**src/rtl/mem_req_arbiter_if.sv**
```systemverilog
// Request/RAM bundle between the datapath requesters, the memory arbiter and the RAM port.
// The arbiter connects through the slave modport; the requesters and RAM side use master.
interface mem_req_arbiter_if;
  logic        iREN;
  logic [31:0] iaddr;
  logic        dREN;
  logic        dWEN;
  logic [31:0] daddr;
  logic [31:0] dstore;
  logic        ram_ready;
  logic [31:0] ramload;
  logic        ramREN;
  logic        ramWEN;
  logic [31:0] ramaddr;
  logic [31:0] ramstore;
  logic        iwait;
  logic        dwait;
  logic [31:0] iload;
  logic [31:0] dload;

  modport slave (
    input  iREN, iaddr, dREN, dWEN, daddr, dstore, ram_ready, ramload,
    output ramREN, ramWEN, ramaddr, ramstore, iwait, dwait, iload, dload
  );

  modport master (
    output iREN, iaddr, dREN, dWEN, daddr, dstore, ram_ready, ramload,
    input  ramREN, ramWEN, ramaddr, ramstore, iwait, dwait, iload, dload
  );
endinterface

```
**src/rtl/mem_req_arbiter.sv**
```systemverilog
// Serialises instruction-fetch and data requests onto one RAM port. Data has priority, and a
// starvation counter forces one fetch after STARVE_LIMIT data grants while a fetch is pending.
module mem_req_arbiter #(
  parameter int STARVE_LIMIT = 4
) (
  input logic               CLK,
  input logic               nRST,
  mem_req_arbiter_if.slave  bus
);

  typedef enum logic [1:0] {
    IDLE = 2'd0,
    IGNT = 2'd1,
    DGNT = 2'd2
  } state_t;

  localparam logic [3:0] LIMIT_C = 4'(STARVE_LIMIT);

  state_t     state_r;
  logic [3:0] starve_r;
  logic       dReq_s;
  logic       iDone_s;
  logic       dDone_s;
  logic       dataWins_s;

  assign dReq_s     = bus.dREN | bus.dWEN;
  assign iDone_s    = (state_r == IGNT) & bus.ram_ready;
  assign dDone_s    = (state_r == DGNT) & bus.ram_ready & dReq_s;
  assign dataWins_s = dReq_s & (~bus.iREN | (starve_r < LIMIT_C));

  // Grant state machine and starvation counter; every grant returns through IDLE.
  always_ff @(posedge CLK or negedge nRST) begin
    if (!nRST) begin
      state_r  <= IDLE;
      starve_r <= 4'd0;
    end else begin
      case (state_r)
        IDLE: begin
          if (dataWins_s) begin
            state_r <= DGNT;
          end else if (bus.iREN) begin
            state_r <= IGNT;
          end else begin
            state_r <= IDLE;
          end
        end
        IGNT: begin
          if (bus.ram_ready || !bus.iREN) begin
            state_r <= IDLE;
          end else begin
            state_r <= IGNT;
          end
        end
        DGNT: begin
          if (bus.ram_ready || !dReq_s) begin
            state_r <= IDLE;
          end else begin
            state_r <= DGNT;
          end
        end
        default: begin
          state_r <= IDLE;
        end
      endcase

      // The count only matters while a fetch is waiting, so it restarts whenever none is.
      if (!bus.iREN || iDone_s) begin
        starve_r <= 4'd0;
      end else if (dDone_s && (starve_r != 4'd15)) begin
        starve_r <= starve_r + 4'd1;
      end else begin
        starve_r <= starve_r;
      end
    end
  end

  // RAM strobes and load steering follow the grant state directly.
  always_comb begin
    bus.ramREN   = 1'b0;
    bus.ramWEN   = 1'b0;
    bus.ramaddr  = 32'd0;
    bus.ramstore = 32'd0;
    bus.iload    = 32'd0;
    bus.dload    = 32'd0;
    case (state_r)
      IGNT: begin
        bus.ramREN  = 1'b1;
        bus.ramaddr = bus.iaddr;
        bus.iload   = bus.ramload;
      end
      DGNT: begin
        bus.ramaddr = bus.daddr;
        if (bus.dWEN) begin
          bus.ramWEN   = 1'b1;
          bus.ramstore = bus.dstore;
        end else begin
          bus.ramREN = 1'b1;
          bus.dload  = bus.ramload;
        end
      end
      default: begin
        bus.ramREN = 1'b0;
      end
    endcase
  end

  assign bus.iwait = bus.iREN & ~iDone_s;
  assign bus.dwait = dReq_s & ~((state_r == DGNT) & bus.ram_ready);

endmodule

```
**src/flat_wrapper.sv**
```systemverilog
// flat-port wrapper written by rule: the top's interface ports become plain ports
module mem_req_arbiter_flat 
#(
  parameter int STARVE_LIMIT = 4
)
  (CLK, nRST, bus_iREN, bus_iaddr, bus_dREN, bus_dWEN, bus_daddr, bus_dstore, bus_ram_ready, bus_ramload, bus_ramREN, bus_ramWEN, bus_ramaddr, bus_ramstore, bus_iwait, bus_dwait, bus_iload, bus_dload);
  mem_req_arbiter_if bus_i ();
  input logic CLK;
  input logic nRST;
  input wire logic [$bits(bus_i.iREN)-1:0] bus_iREN;
  input wire logic [$bits(bus_i.iaddr)-1:0] bus_iaddr;
  input wire logic [$bits(bus_i.dREN)-1:0] bus_dREN;
  input wire logic [$bits(bus_i.dWEN)-1:0] bus_dWEN;
  input wire logic [$bits(bus_i.daddr)-1:0] bus_daddr;
  input wire logic [$bits(bus_i.dstore)-1:0] bus_dstore;
  input wire logic [$bits(bus_i.ram_ready)-1:0] bus_ram_ready;
  input wire logic [$bits(bus_i.ramload)-1:0] bus_ramload;
  output wire logic [$bits(bus_i.ramREN)-1:0] bus_ramREN;
  output wire logic [$bits(bus_i.ramWEN)-1:0] bus_ramWEN;
  output wire logic [$bits(bus_i.ramaddr)-1:0] bus_ramaddr;
  output wire logic [$bits(bus_i.ramstore)-1:0] bus_ramstore;
  output wire logic [$bits(bus_i.iwait)-1:0] bus_iwait;
  output wire logic [$bits(bus_i.dwait)-1:0] bus_dwait;
  output wire logic [$bits(bus_i.iload)-1:0] bus_iload;
  output wire logic [$bits(bus_i.dload)-1:0] bus_dload;
  assign bus_i.iREN = bus_iREN;
  assign bus_i.iaddr = bus_iaddr;
  assign bus_i.dREN = bus_dREN;
  assign bus_i.dWEN = bus_dWEN;
  assign bus_i.daddr = bus_daddr;
  assign bus_i.dstore = bus_dstore;
  assign bus_i.ram_ready = bus_ram_ready;
  assign bus_i.ramload = bus_ramload;
  assign bus_ramREN = bus_i.ramREN;
  assign bus_ramWEN = bus_i.ramWEN;
  assign bus_ramaddr = bus_i.ramaddr;
  assign bus_ramstore = bus_i.ramstore;
  assign bus_iwait = bus_i.iwait;
  assign bus_dwait = bus_i.dwait;
  assign bus_iload = bus_i.iload;
  assign bus_dload = bus_i.dload;
  mem_req_arbiter #(.STARVE_LIMIT(STARVE_LIMIT)) u_core (.CLK(CLK), .nRST(nRST), .bus(bus_i));
endmodule
```
**config.mk**
```make
export PLATFORM = sky130hd
export DESIGN_NAME = mem_req_arbiter_flat
export DESIGN_NICKNAME = d
export VERILOG_FILES = /design/src/rtl/mem_req_arbiter_if.sv /design/src/rtl/mem_req_arbiter.sv /design/src/flat_wrapper.sv
export SDC_FILE = /design/constraint.sdc
export NUM_CORES = 1
export LEC_CHECK = 0
export CAP_MARGIN = 20
export CORE_AREA = 2 2 104 106
export DETAILED_ROUTE_END_ITERATION = 8
export DIE_AREA = 0 0 106 108
export HOLD_SLACK_MARGIN = 0.06
export REMOVE_ABC_BUFFERS = 1
export SLEW_MARGIN = 20
export SYNTH_ARGS = -nofsm -noshare
export SYNTH_HDL_FRONTEND = slang
export SYNTH_SLANG_ARGS = --single-unit
export TNS_END_PERCENT = 20
```
**constraint.sdc**
```tcl
create_clock -name CLK -period 1.8 [get_ports CLK]
set_input_delay 0.27 -clock CLK [delete_from_list [all_inputs] [get_ports CLK]]
set_output_delay 0.27 -clock CLK [all_outputs]
set_load 0.02 [all_outputs]
```
==> impl_metrics.py <==
metrics = {
    "outcome": {
        "outcome": "complete, but fails checks",
        "failed_checks": "negative setup slack",
    },
    "final_layout": {
        "mostFrequentLayoutCells": "sky130_fd_sc_hd__clkdlybuf4s50_1, sky130_fd_sc_hd__buf_2, sky130_fd_sc_hd__and2_1",
        "mostFrequentLayoutCell": "sky130_fd_sc_hd__clkdlybuf4s50_1",
        "area_growth_pct": 172,
        "diodes": 0,
        "finalNetCount": 636,
        "final_core_util_pct": 41.8,
        "fraction_of_final_layout_cells_sized_beyond_drive_strength_1_pct": 35.6,
        "final_cell_count_no_fill": 631,
    },
    "critical_path": {
        "worst-endpoint-arrival_ps": 1610,
        "crit_chain": "buf_4, ha_4, and2b_1, buf_12, o21a_1, buf_2",
        "crit_path_max_incr_delay_ps": 380,
        "critPathSlowestCell": "sky130_fd_sc_hd__dfrtp_1",
        "worstSetupStartpointType": "register",
        "crit_type": "reg2out",
        "worst_setup_path_end_kind": "output pin",
        "largest_fanout_of_any_net_on_the_critical_path": 33,
        "cp_data_required_time_ps": 1530,
    },
    "sta": {
        "max_clock_freq_ghz": 0.533,
        "unrepaired_setup_endpoints_after_global_routing": "yes",
        "tightestPinTransition_ps": 291,
        "fin_setup_tns_ps": -2970,
        "timing.final.max_slew_violations": 0,
        "finalHoldViolations": 0,
        "period_needed_ps": 1880,
        "timing.hold.ws_ps": 294,
        "final-setup-viol-count": 84,
        "finalClockSkew_ps": 4.71,
        "max-slew-margin-rel_pct": 80.5,
        "share_of_the_clock_period_used_by_the_worst_path_after_layout_pct": 104,
        "post-route-worst-setup-slack_ps": -75.8,
    },
    "clock_network": {
        "clk_root_buffer_cell": "sky130_fd_sc_hd__clkbuf_8",
        "tritoncts.num_buffers": 3,
        "clk_path_buf_depth": 2,
        "h_tree_depth": 1,
        "clk_pin_slew_worst_paths_ps": 40,
        "tritoncts_clock_tree": "built",
        "clkSinkCount": 6,
        "clock_latency_ps": 230,
        "cts_hold_buf": 0,
    },
    "min_path": {
        "hold_path_class": "in2async",
    },
    "detailed_routing": {
        "drt_iter0_markers": 96,
        "wl_final_um": 8810,
        "detailroute.wirelength.met3_um": 883,
        "drt-wirelength-per-cell_um": 14.0,
        "ant_nets": 0,
        "dr.pass1.iters": 4,
        "vias_per_cell": 4.28,
        "vias": 2702,
        "route.top_layer_used": "met4",
        "m1WireLength_um": 3130,
        "remaining_drc_errors": 0,
        "dr_wl_met2_um": 4720,
    },
    "power": {
        "power_density_nw_per_um2": 850,
        "power.static_leakage_nw": 2.04,
        "irDropWorstVdd_mv": 0.449,
    },
    "global_routing": {
        "grt_pass1_vias": 2736,
        "grt_max_degree": 34,
        "grt_overflow": 0,
        "grt_first_pass_wirelength_um": 13300,
        "grt.total_usage_pct": 14.0,
        "initial_antenna_violation_count": 0,
    },
    "floorplanning": {
        "rows": 37,
        "floorplan.core_area_sq_um": 10200,
        "num_io_pins": 266,
        "fp.dieW_um": 106,
        "fp.dieArea_sq_um": 11400,
        "initial_core_utilization_pct": 15.3,
        "die-height_um": 108,
    },
    "logic_synthesis": {
        "synthesis.yosys.warnings": 0,
        "yosysTopAreaCell": "sky130_fd_sc_hd__and2_1",
        "syn_avg_cell_area_sq_um": 6.85,
        "post_synth_instance_area_sq_um": 1570,
        "synthDominantCellAreaShare_pct": 25.9,
        "top_post_synthesis_cells_by_area": "sky130_fd_sc_hd__and2_1, sky130_fd_sc_hd__a22oi_1, sky130_fd_sc_hd__nor2b_1",
        "postSynthCellCount": 229,
        "synth.ff_latch_count": 6,
        "number_of_distinct_library_cell_variants_in_the_gate_level_netlist_after_synthesis": 26,
        "ys_seq_area_share_pct": 9.57,
    },
    "placement": {
        "dp.final_hpwl_um": 7180,
        "placer_s_final_routability_congestion_estimate": 0.750,
        "placedCellCount": 626,
        "placement.io_buffers": 265,
        "place_worst_setup_slack_ps": -373,
    },
    "run": {
        "timing.max_cap.violations": 0,
    },
}
[routing by layer]
| layer | track usage [%] | vias up |
|---|---|---|
| met1 | 14.9 | 1210 |
| met3 | 3.68 | 8 |
| li1 | - | 1322 |
| met4 | 2.82 | 0 |
| met2 | 27.9 | 162 |
| met5 | 0 | - |
[synthesized netlist by cell type, drive strengths merged]
cell    instances
nor2b          32
o21a            2
o31ai           1
nand3           1
nand2b          2
buf             4
ha              5
and2b           1
nor2            2
or3             2
a22oi          32
clkbuf         20
a21oi           6
nand2           2
dfrtp           6
and3           33
o211a           1
o21ai           3
inv             4
o211ai          1
or3b            3
and2           65
or4b            1
[cell families after synthesis]
family,synth area share [%]
AND/OR/NAND/NOR,57.7
AO/OA/AOI/OAI,21.6
buffers and inverters,7.10
flip-flops,9.57
adder cells (fa/ha/maj),3.99
[final cells by class]
| class | count | area (sq um) |
|---|---|---|
| Sequential cell | 6 | 150 |
| Clock buffer | 3 | 41.3 |
| Inverter | 4 | 15.0 |
| Tap cell | 136 | 170 |
| Fill cell | 1073 | 5960 |
| Timing Repair Buffer | 287 | 2510 |
| Multi-Input combinational cell | 195 | 1390 |
[power by group]
group | switching, mW | leakage (nW) | internal (mW) | total (mW)
Combinational | 1.63 | 1.94 | 1.63 | 3.26
Clock | 0.0605 | 0.0216 | 0.144 | 0.204
Sequential | 0.0149 | 0.0809 | 0.156 | 0.170
Total | 1.71 | 2.04 | 1.93 | 3.63
[state kept, by name, summed over array words and instances, names as in the netlist]
register         count
u_core.state_r       2
u_core.starve_r      4
[per-stage QoR]
| step | instance area, sq um | power [mW] |
|---|---|---|
| CTS | 4250 | 3.64 |
| floorplan | 1470 | 1.74 |
| global route | 4270 | 3.88 |
| detailed placement | 4530 | 3.52 |
| finish | 4270 | 3.63 |
| global placement | 4530 | 3.49 |
[critical path: cells and delay by family (launching register included)]
family	cells	cell delay, ps
buf+inv	3	460
fa+ha+maj	1	180
simple gates	1	190
compound gates	1	160
flops	1	380
[timing repair]
item | 4_1_cts | 5_1_grt
pin swaps | 0 | 1
endpoints found under the setup margin | 137 | 132
resized for setup | 523 | 33
buffers inserted | 1 | 0
cloned | 1 | 0
[worst paths after layout]
check,startpoint,to,slack [ps],cells past startpoint
hold / removal,nRST,u_core.starve_r[0],290,1
max in group asynchronous,nRST,u_core.starve_r[3],1280,1
setup reg to reg,u_core.state_r[0],u_core.starve_r[2],-50,7
hold reg to reg,u_core.starve_r[3],u_core.starve_r[3],580,2
setup / recovery,u_core.state_r[1],bus_ramREN,-80,6
min in group CLK,u_core.starve_r[3],u_core.starve_r[3],580,2
(Power assumes the default switching activity.)
